<file path="config.mk">
export PLATFORM = sky130hd
export DESIGN_NAME = instr_mem_fetch
export DESIGN_NICKNAME = d
export VERILOG_FILES = /design/src/rtl/imem_pkg.sv /design/src/rtl/imem_array.sv /design/src/rtl/instr_mem_fetch.sv
export SDC_FILE = /design/constraint.sdc
export NUM_CORES = 1
export LEC_CHECK = 0
export ABC_AREA = 1
export BUFFER_PORTS_ARGS = -buffer_cell sky130_fd_sc_hd__buf_2
export CORE_MARGIN = 2
export CORE_UTILIZATION = 47
export CTS_CLUSTER_DIAMETER = 200
export CTS_CLUSTER_SIZE = 40
export DETAILED_ROUTE_END_ITERATION = 8
export PLACE_DENSITY = 0.89
export SETUP_SLACK_MARGIN = 0.4
export SYNTH_ARGS = -nofsm -noshare
export SYNTH_HDL_FRONTEND = slang
export SYNTH_SLANG_ARGS = --single-unit
</file>
<file path="constraint.sdc">
create_clock -name clk -period 2.21 [get_ports clk]
set_input_delay 0.1105 -clock clk [delete_from_list [all_inputs] [get_ports clk]]
set_output_delay 0.1105 -clock clk [all_outputs]
set_load 0.005 [all_outputs]
</file>
<file path="src/rtl/imem_pkg.sv">
// Shared constants for the instruction memory: NOP encoding, ARM condition codes
// and the boot program image that the storage array powers up with.
package imem_pkg;

  localparam logic [31:0] NOP_WORD = 32'h0000_0000;

  localparam logic [3:0] COND_EQ = 4'h0;
  localparam logic [3:0] COND_NE = 4'h1;
  localparam logic [3:0] COND_AL = 4'hE;

  localparam int PROG_LEN = 8;

  localparam logic [31:0] PROG_IMAGE [PROG_LEN] = '{
    {COND_AL, 28'h3A0_0014},  // MOV  R0, #20
    {COND_AL, 28'h3A0_1A01},  // MOV  R1, #0x1000
    {COND_AL, 28'h080_2001},  // ADD  R2, R0, R1
    {COND_AL, 28'h352_0000},  // CMP  R2, #0
    {COND_EQ, 28'hA00_0001},  // BEQ  +1
    {COND_NE, 28'h242_2001},  // SUBNE R2, R2, #1
    {COND_AL, 28'h581_2000},  // STR  R2, [R1]
    {COND_AL, 28'hAFF_FFFE}   // B    .
  };

  // Words beyond the program image boot as NOPs.
  function automatic logic [31:0] default_word(input int idx);
    if (idx >= 0 && idx < PROG_LEN) return PROG_IMAGE[idx];
    return NOP_WORD;
  endfunction

endpackage

</file>
<file path="src/rtl/imem_array.sv">
// Instruction storage: one registered read port, one synchronous write port.
// Contents come from the package boot image and are never reset.
module imem_array
  import imem_pkg::*;
#(
  parameter int DATA_W   = 32,
  parameter int DEPTH    = 64,
  parameter int IDX_W    = 6,
  parameter bit WRITABLE = 1'b1
) (
  input  logic              clk,
  input  logic              rd_en,
  input  logic [IDX_W-1:0]  rd_idx,
  output logic [DATA_W-1:0] rd_data,
  input  logic              wr_en,
  input  logic [IDX_W-1:0]  wr_idx,
  input  logic [DATA_W-1:0] wr_data
);

  logic [DATA_W-1:0] rd_data_q;

  // The read register only moves on rd_en, so a stalled response stays put
  // even while the array is being written.
  if (WRITABLE) begin : g_ram
    typedef logic [DATA_W-1:0] mem_t [DEPTH];

    function automatic mem_t boot_image();
      mem_t img;
      for (int i = 0; i < DEPTH; i++) img[i] = DATA_W'(default_word(i));
      return img;
    endfunction

    mem_t mem = boot_image();

    always_ff @(posedge clk) begin
      if (wr_en) mem[wr_idx] <= wr_data;
      if (rd_en) rd_data_q <= mem[rd_idx];
    end
  end else begin : g_rom
    logic unused_wr;
    assign unused_wr = ^{wr_en, wr_idx, wr_data};

    always_ff @(posedge clk) begin
      if (rd_en) rd_data_q <= DATA_W'(default_word(int'(rd_idx)));
    end
  end

  assign rd_data = rd_data_q;

endmodule

</file>
<file path="src/rtl/instr_mem_fetch.sv">
// Instruction fetch front end: valid/ready request, one-deep registered response,
// flush, error detection and delivered-response counter. IMEM_LOAD_PORT_EN adds ld_*.
module instr_mem_fetch
  import imem_pkg::*;
#(
  parameter  int ADDR_W = 32,
  parameter  int DATA_W = 32,
  parameter  int DEPTH  = 64,
  localparam int IDX_W  = $clog2(DEPTH)
) (
  input  logic              clk,
  input  logic              rst,
  input  logic              req_valid,
  output logic              req_ready,
  input  logic [ADDR_W-1:0] req_addr,
  output logic              rsp_valid,
  input  logic              rsp_ready,
  output logic [DATA_W-1:0] rsp_instr,
  output logic              rsp_err,
  input  logic              flush,
`ifdef IMEM_LOAD_PORT_EN
  input  logic              ld_en,
  input  logic [IDX_W-1:0]  ld_idx,
  input  logic [DATA_W-1:0] ld_data,
`endif
  output logic [15:0]       fetch_cnt
);

  logic              ld_active;
  logic              wr_en;
  logic [IDX_W-1:0]  wr_idx;
  logic [DATA_W-1:0] wr_data;

`ifdef IMEM_LOAD_PORT_EN
  localparam bit WRITABLE = 1'b1;
  assign ld_active = ld_en;
  assign wr_en     = ld_en && !flush && ({1'b0, ld_idx} < (IDX_W+1)'(DEPTH));
  assign wr_idx    = ld_idx;
  assign wr_data   = ld_data;
`else
  localparam bit WRITABLE = 1'b0;
  assign ld_active = 1'b0;
  assign wr_en     = 1'b0;
  assign wr_idx    = '0;
  assign wr_data   = '0;
`endif

  logic        rsp_valid_q, rsp_valid_d;
  logic        rsp_err_q,   rsp_err_d;
  logic        rsp_mem_q,   rsp_mem_d;
  logic [15:0] fetch_cnt_q, fetch_cnt_d;

  logic              addr_ok;
  logic              accept;
  logic              deliver;
  logic [DATA_W-1:0] rd_data;

  assign addr_ok   = (req_addr[1:0] == 2'b00) && ((req_addr >> 2) < ADDR_W'(DEPTH));
  assign req_ready = rst && !flush && !ld_active && (!rsp_valid_q || rsp_ready);
  assign accept    = req_valid && req_ready;
  // A flushed response is discarded, not delivered, even if the consumer was ready.
  assign deliver   = rsp_valid_q && rsp_ready && !flush;

  imem_array #(
    .DATA_W  (DATA_W),
    .DEPTH   (DEPTH),
    .IDX_W   (IDX_W),
    .WRITABLE(WRITABLE)
  ) u_array (
    .clk    (clk),
    .rd_en  (accept && addr_ok),
    .rd_idx (req_addr[IDX_W+1:2]),
    .rd_data(rd_data),
    .wr_en  (wr_en),
    .wr_idx (wr_idx),
    .wr_data(wr_data)
  );

  always_comb begin
    rsp_valid_d = rsp_valid_q;
    rsp_err_d   = rsp_err_q;
    rsp_mem_d   = rsp_mem_q;
    fetch_cnt_d = fetch_cnt_q + 16'(deliver);
    if (flush) begin
      rsp_valid_d = 1'b0;
    end else if (accept) begin
      rsp_valid_d = 1'b1;
      rsp_err_d   = !addr_ok;
      rsp_mem_d   = addr_ok;
    end else if (deliver) begin
      rsp_valid_d = 1'b0;
    end
  end

  always_ff @(posedge clk or negedge rst) begin
    if (!rst) begin
      rsp_valid_q <= 1'b0;
      rsp_err_q   <= 1'b0;
      rsp_mem_q   <= 1'b0;
      fetch_cnt_q <= 16'h0000;
    end else begin
      rsp_valid_q <= rsp_valid_d;
      rsp_err_q   <= rsp_err_d;
      rsp_mem_q   <= rsp_mem_d;
      fetch_cnt_q <= fetch_cnt_d;
    end
  end

  // Error responses and the reset state show NOP instead of stale read data.
  assign rsp_instr = rsp_mem_q ? rd_data : DATA_W'(NOP_WORD);
  assign rsp_valid = rsp_valid_q;
  assign rsp_err   = rsp_err_q;
  assign fetch_cnt = fetch_cnt_q;

endmodule

</file>
==> metrics.json <==
{
  "min_to": {"value": "rsp_valid$_DFFE_PN0P_"},
  "summed_instance_area_of_the_synthesized_netlist": {"value": 2010, "unit": "sq um"},
  "via_per_inst": {"value": 4.68},
  "max_stage_delay": {"value": 0.37, "unit": "ns"},
  "route.antenna.remaining_nets": {"value": 0},
  "capturing_element_type_of_the_critical_path": {"value": "register"},
  "critical_path.top_delay_family": {"value": "simple AND/OR/NAND/NOR gates"},
  "clk_path_buf_depth": {"value": 2},
  "cp_num_buf_inv": {"value": 0},
  "core_region_area": {"value": 4060, "unit": "sq um"},
  "critical_path.startpoint_type": {"value": "register"},
  "post_dp_cell_area": {"value": 2390, "unit": "sq um"},
  "vias_in_the_first_global_route": {"value": 1562},
  "syn2layout_area_growth": {"value": 24.4, "unit": "%"},
  "type_of_the_worst_setup_path": {"value": "register to register"},
  "post_drt_wl_per_cell": {"value": 11.2, "unit": "um"},
  "die_y": {"value": 69.4, "unit": "um"},
  "synth_area_per_cell": {"value": 8.74, "unit": "sq um"},
  "start_util": {"value": 49.6, "unit": "%"},
  "synth_fp_nets": {"value": 275},
  "antenna_cells": {"value": 0},
  "grt_max_degree": {"value": 20},
  "routed_wl": {"value": 4050, "unit": "um"},
  "worst-r2r-cell-count": {"value": 9},
  "critical-path-top-cell-by-count": {"value": "sky130_fd_sc_hd__nand2_1"},
  "signal_arrival_time_at_the_worst_endpoint": {"value": 1.88, "unit": "ns"},
  "worstPathRequired": {"value": 2.39, "unit": "ns"},
  "synth_sequential_area_ratio": {"value": 47.5, "unit": "%"},
  "setup-violations-final": {"value": 0},
  "drt_iter0_drc": {"value": 45},
  "die_footprint": {"value": 4820, "unit": "sq um"},
  "post_synth_num_cell_types": {"value": 29},
  "antenna_found_initial": {"value": 0},
  "grt_setup_unrepaired": {"value": "no"},
  "layout_commonest_cell": {"value": "sky130_fd_sc_hd__buf_2"},
  "num_vias": {"value": 1690},
  "yosysWarningCount": {"value": 0},
  "path_clk_slew": {"value": 0.07, "unit": "ns"},
  "post_route_clock_skew": {"value": 0.00691, "unit": "ns"},
  "total_leakage_power": {"value": 1.47, "unit": "nW"},
  "layout.cells.most_common_list": {"value": "sky130_fd_sc_hd__buf_2 (87), sky130_fd_sc_hd__nand2_1 (48), sky130_fd_sc_hd__inv_1 (39)"},
  "dpl.hpwl": {"value": 3110, "unit": "um"},
  "drtPass1Iterations": {"value": 4},
  "final_area": {"value": 2500, "unit": "sq um"},
  "status": {"value": "completed"},
  "critPathMaxFanout": {"value": 5},
  "ctsHtreeMaxLevel": {"value": 2},
  "worst_slew_pin_slew": {"value": 0.528, "unit": "ns"},
  "design.final.nets": {"value": 355},
  "timing.hold.worst_path_depth": {"value": 2},
  "r2r_slack": {"value": 0.50, "unit": "ns"},
  "path_cells": {"value": "nand2_1 -> nor2_1 -> ha_2 -> ha_2 -> nand2_1 -> nor3_4 -> nand2_2 -> o21ai_2 -> nand2_1"},
  "cp_slowest_cell": {"value": "sky130_fd_sc_hd__dfrtp_1"},
  "multi_input_area": {"value": 776, "unit": "sq um"},
  "regArea": {"value": 956, "unit": "sq um"},
  "finalMaxSlewViolations": {"value": 0},
  "cts_root_buf": {"value": "sky130_fd_sc_hd__clkbuf_8"},
  "grt_usage": {"value": 16.9, "unit": "%"},
  "slew_headroom": {"value": 64.8, "unit": "%"},
  "global_route.overflow_total": {"value": 0},
  "final_period_minus_worst_setup_slack": {"value": 1.71, "unit": "ns"},
  "vdd.ir_drop.worst": {"value": 0.249, "unit": "mV"},
  "grt_first_pass_wirelength": {"value": 6540, "unit": "um"},
  "drc": {"value": 0},
  "layout_worst_path_cycle_share": {"value": 77.2, "unit": "%"},
  "die_w": {"value": 69.4, "unit": "um"},
  "hold_path.class": {"value": "primary input to register"},
  "maxCapViolations": {"value": 0},
  "p_per_area": {"value": 529, "unit": "nW/um^2"},
  "io-pin-count": {"value": 88},
  "placement_rows": {"value": 23},
  "postSynthCellCount": {"value": 230},
  "routabilityCongestion": {"value": 0.817},
  "cts_sinks": {"value": 35},
  "worstReg2RegEnd": {"value": "fetch_cnt[12]$_DFF_PN0_"},
  "total_clock_buffers_created_by_cts": {"value": 5},
  "fillCellCount": {"value": 355},
  "timing.final.hold_violations": {"value": 0},
  "placement.io_buffers": {"value": 87},
  "post_route_cells_drive_above_1_share": {"value": 38.9, "unit": "%"},
  "min-delay-start": {"value": "flush"},
  "maximum_achievable_frequency": {"value": 0.586, "unit": "GHz"},
  "cts_tree": {"value": "built"},
  "worst_r2r_startpoint": {"value": "rsp_valid$_DFFE_PN0P_"},
  "clk-insertion-delay-late": {"value": 0.28, "unit": "ns"},
  "timing.setup.tns": {"value": 0, "unit": "ns"},
  "synth.ff_latch_count": {"value": 35}
}
-- worst max-delay path by stage --
stage / from / to / cells after the start
floorplan: rsp_valid$_DFFE_PN0P_ / u_array.rd_data[0]$_SDFFCE_PP0P_ / 5
global placement: rsp_valid$_DFFE_PN0P_ / fetch_cnt[12]$_DFF_PN0_ / 9
detailed placement: rsp_valid$_DFFE_PN0P_ / fetch_cnt[12]$_DFF_PN0_ / 9
CTS: rsp_valid$_DFFE_PN0P_ / fetch_cnt[12]$_DFF_PN0_ / 9
global route: rsp_valid$_DFFE_PN0P_ / fetch_cnt[12]$_DFF_PN0_ / 10
finish: rsp_valid$_DFFE_PN0P_ / fetch_cnt[12]$_DFF_PN0_ / 9
-- final cells by class --
class,instances,share of cell area (%)
well taps,50,2.50
clock buffers,7,3.05
clock inverters,1,0.200
inverters,40,6.00
repair buffers,92,19.0
multi-input cells,136,31.0
flip-flops and latches,35,38.2
-- state kept, by name, indices dropped and copies added, names as in the netlist --
name / count
rsp_err: 1
rsp_valid: 1
u_array.rd_data: 16
rsp_mem_q: 1
fetch_cnt: 16
-- report_power, final --
group / switching (mW) / internal [mW] / total, mW / leakage [nW]
Clock: 0.217 / 0.221 / 0.438 / 0.0422
Combinational: 0.0754 / 0.0716 / 0.147 / 1.01
Sequential: 0.0293 / 0.708 / 0.737 / 0.420
Total: 0.322 / 1.00 / 1.32 / 1.47
-- stage by stage --
stage                     worst slack [ns]  hold WS (ns)  cells  power (mW)  utilization [%]
after global placement               0.653        0.0930    350       0.887             58.8
after detailed placement             0.585         0.110    350       0.893             58.8
after floorplan                      0.595        -0.185    230       0.802                -
final                                0.504        0.0666    361        1.32             61.6
after global routing                 0.357         0.107    361        1.38             61.6
after CTS                            0.575        0.0579    359        1.33             61.1
-- cells in the mapped netlist, drive strengths merged --
cell     n  share of area, %
nor2    32               6.5
xor2     8               3.5
edfxtp  16                24
o22ai    3               1.9
inv     40               7.5
nand4    3              0.93
nor3     7               3.3
nand3   10               2.7
o21ai    7               2.1
ha       8               5.0
nand2   51               9.9
xnor2    1              0.44
buf     18               6.8
a21oi    3              0.75
or2      3               1.1
clkbuf   1              0.19
dfrtp   19                24
-- timing repair --
action	CTS	global route
buffers inserted	0	2
endpoints found under the hold margin	19	0
setup endpoints to repair	0	1
gates resized for setup	0	3
hold buffers	1	0
-- per-layer routing --
layer	wire length [um]	GRT usage [%]	up-vias	share of wire, %
met1	1650	19.1	744	41
met2	1990	29.3	83	49
met5	0	0	-	0
li1	-	-	855	-
met4	89	8.06	0	2.2
met3	310	4.65	8	7.7
-- kinds of logic (layout without fill, tap and decap cells) --
| logic type | Yosys count | after routing | synth area share [%] |
|---|---|---|---|
| XOR/XNOR | 9 | 9 | 3.92 |
| AND/OR/NAND/NOR | 106 | 106 | 24.4 |
| AO/OA/AOI/OAI | 13 | 13 | 4.73 |
| flip-flops | 35 | 35 | 47.5 |
| adder cells (fa/ha/maj) | 8 | 8 | 4.98 |
| buffers and inverters | 59 | 140 | 14.4 |
Power figures use the tool's default switching activity.
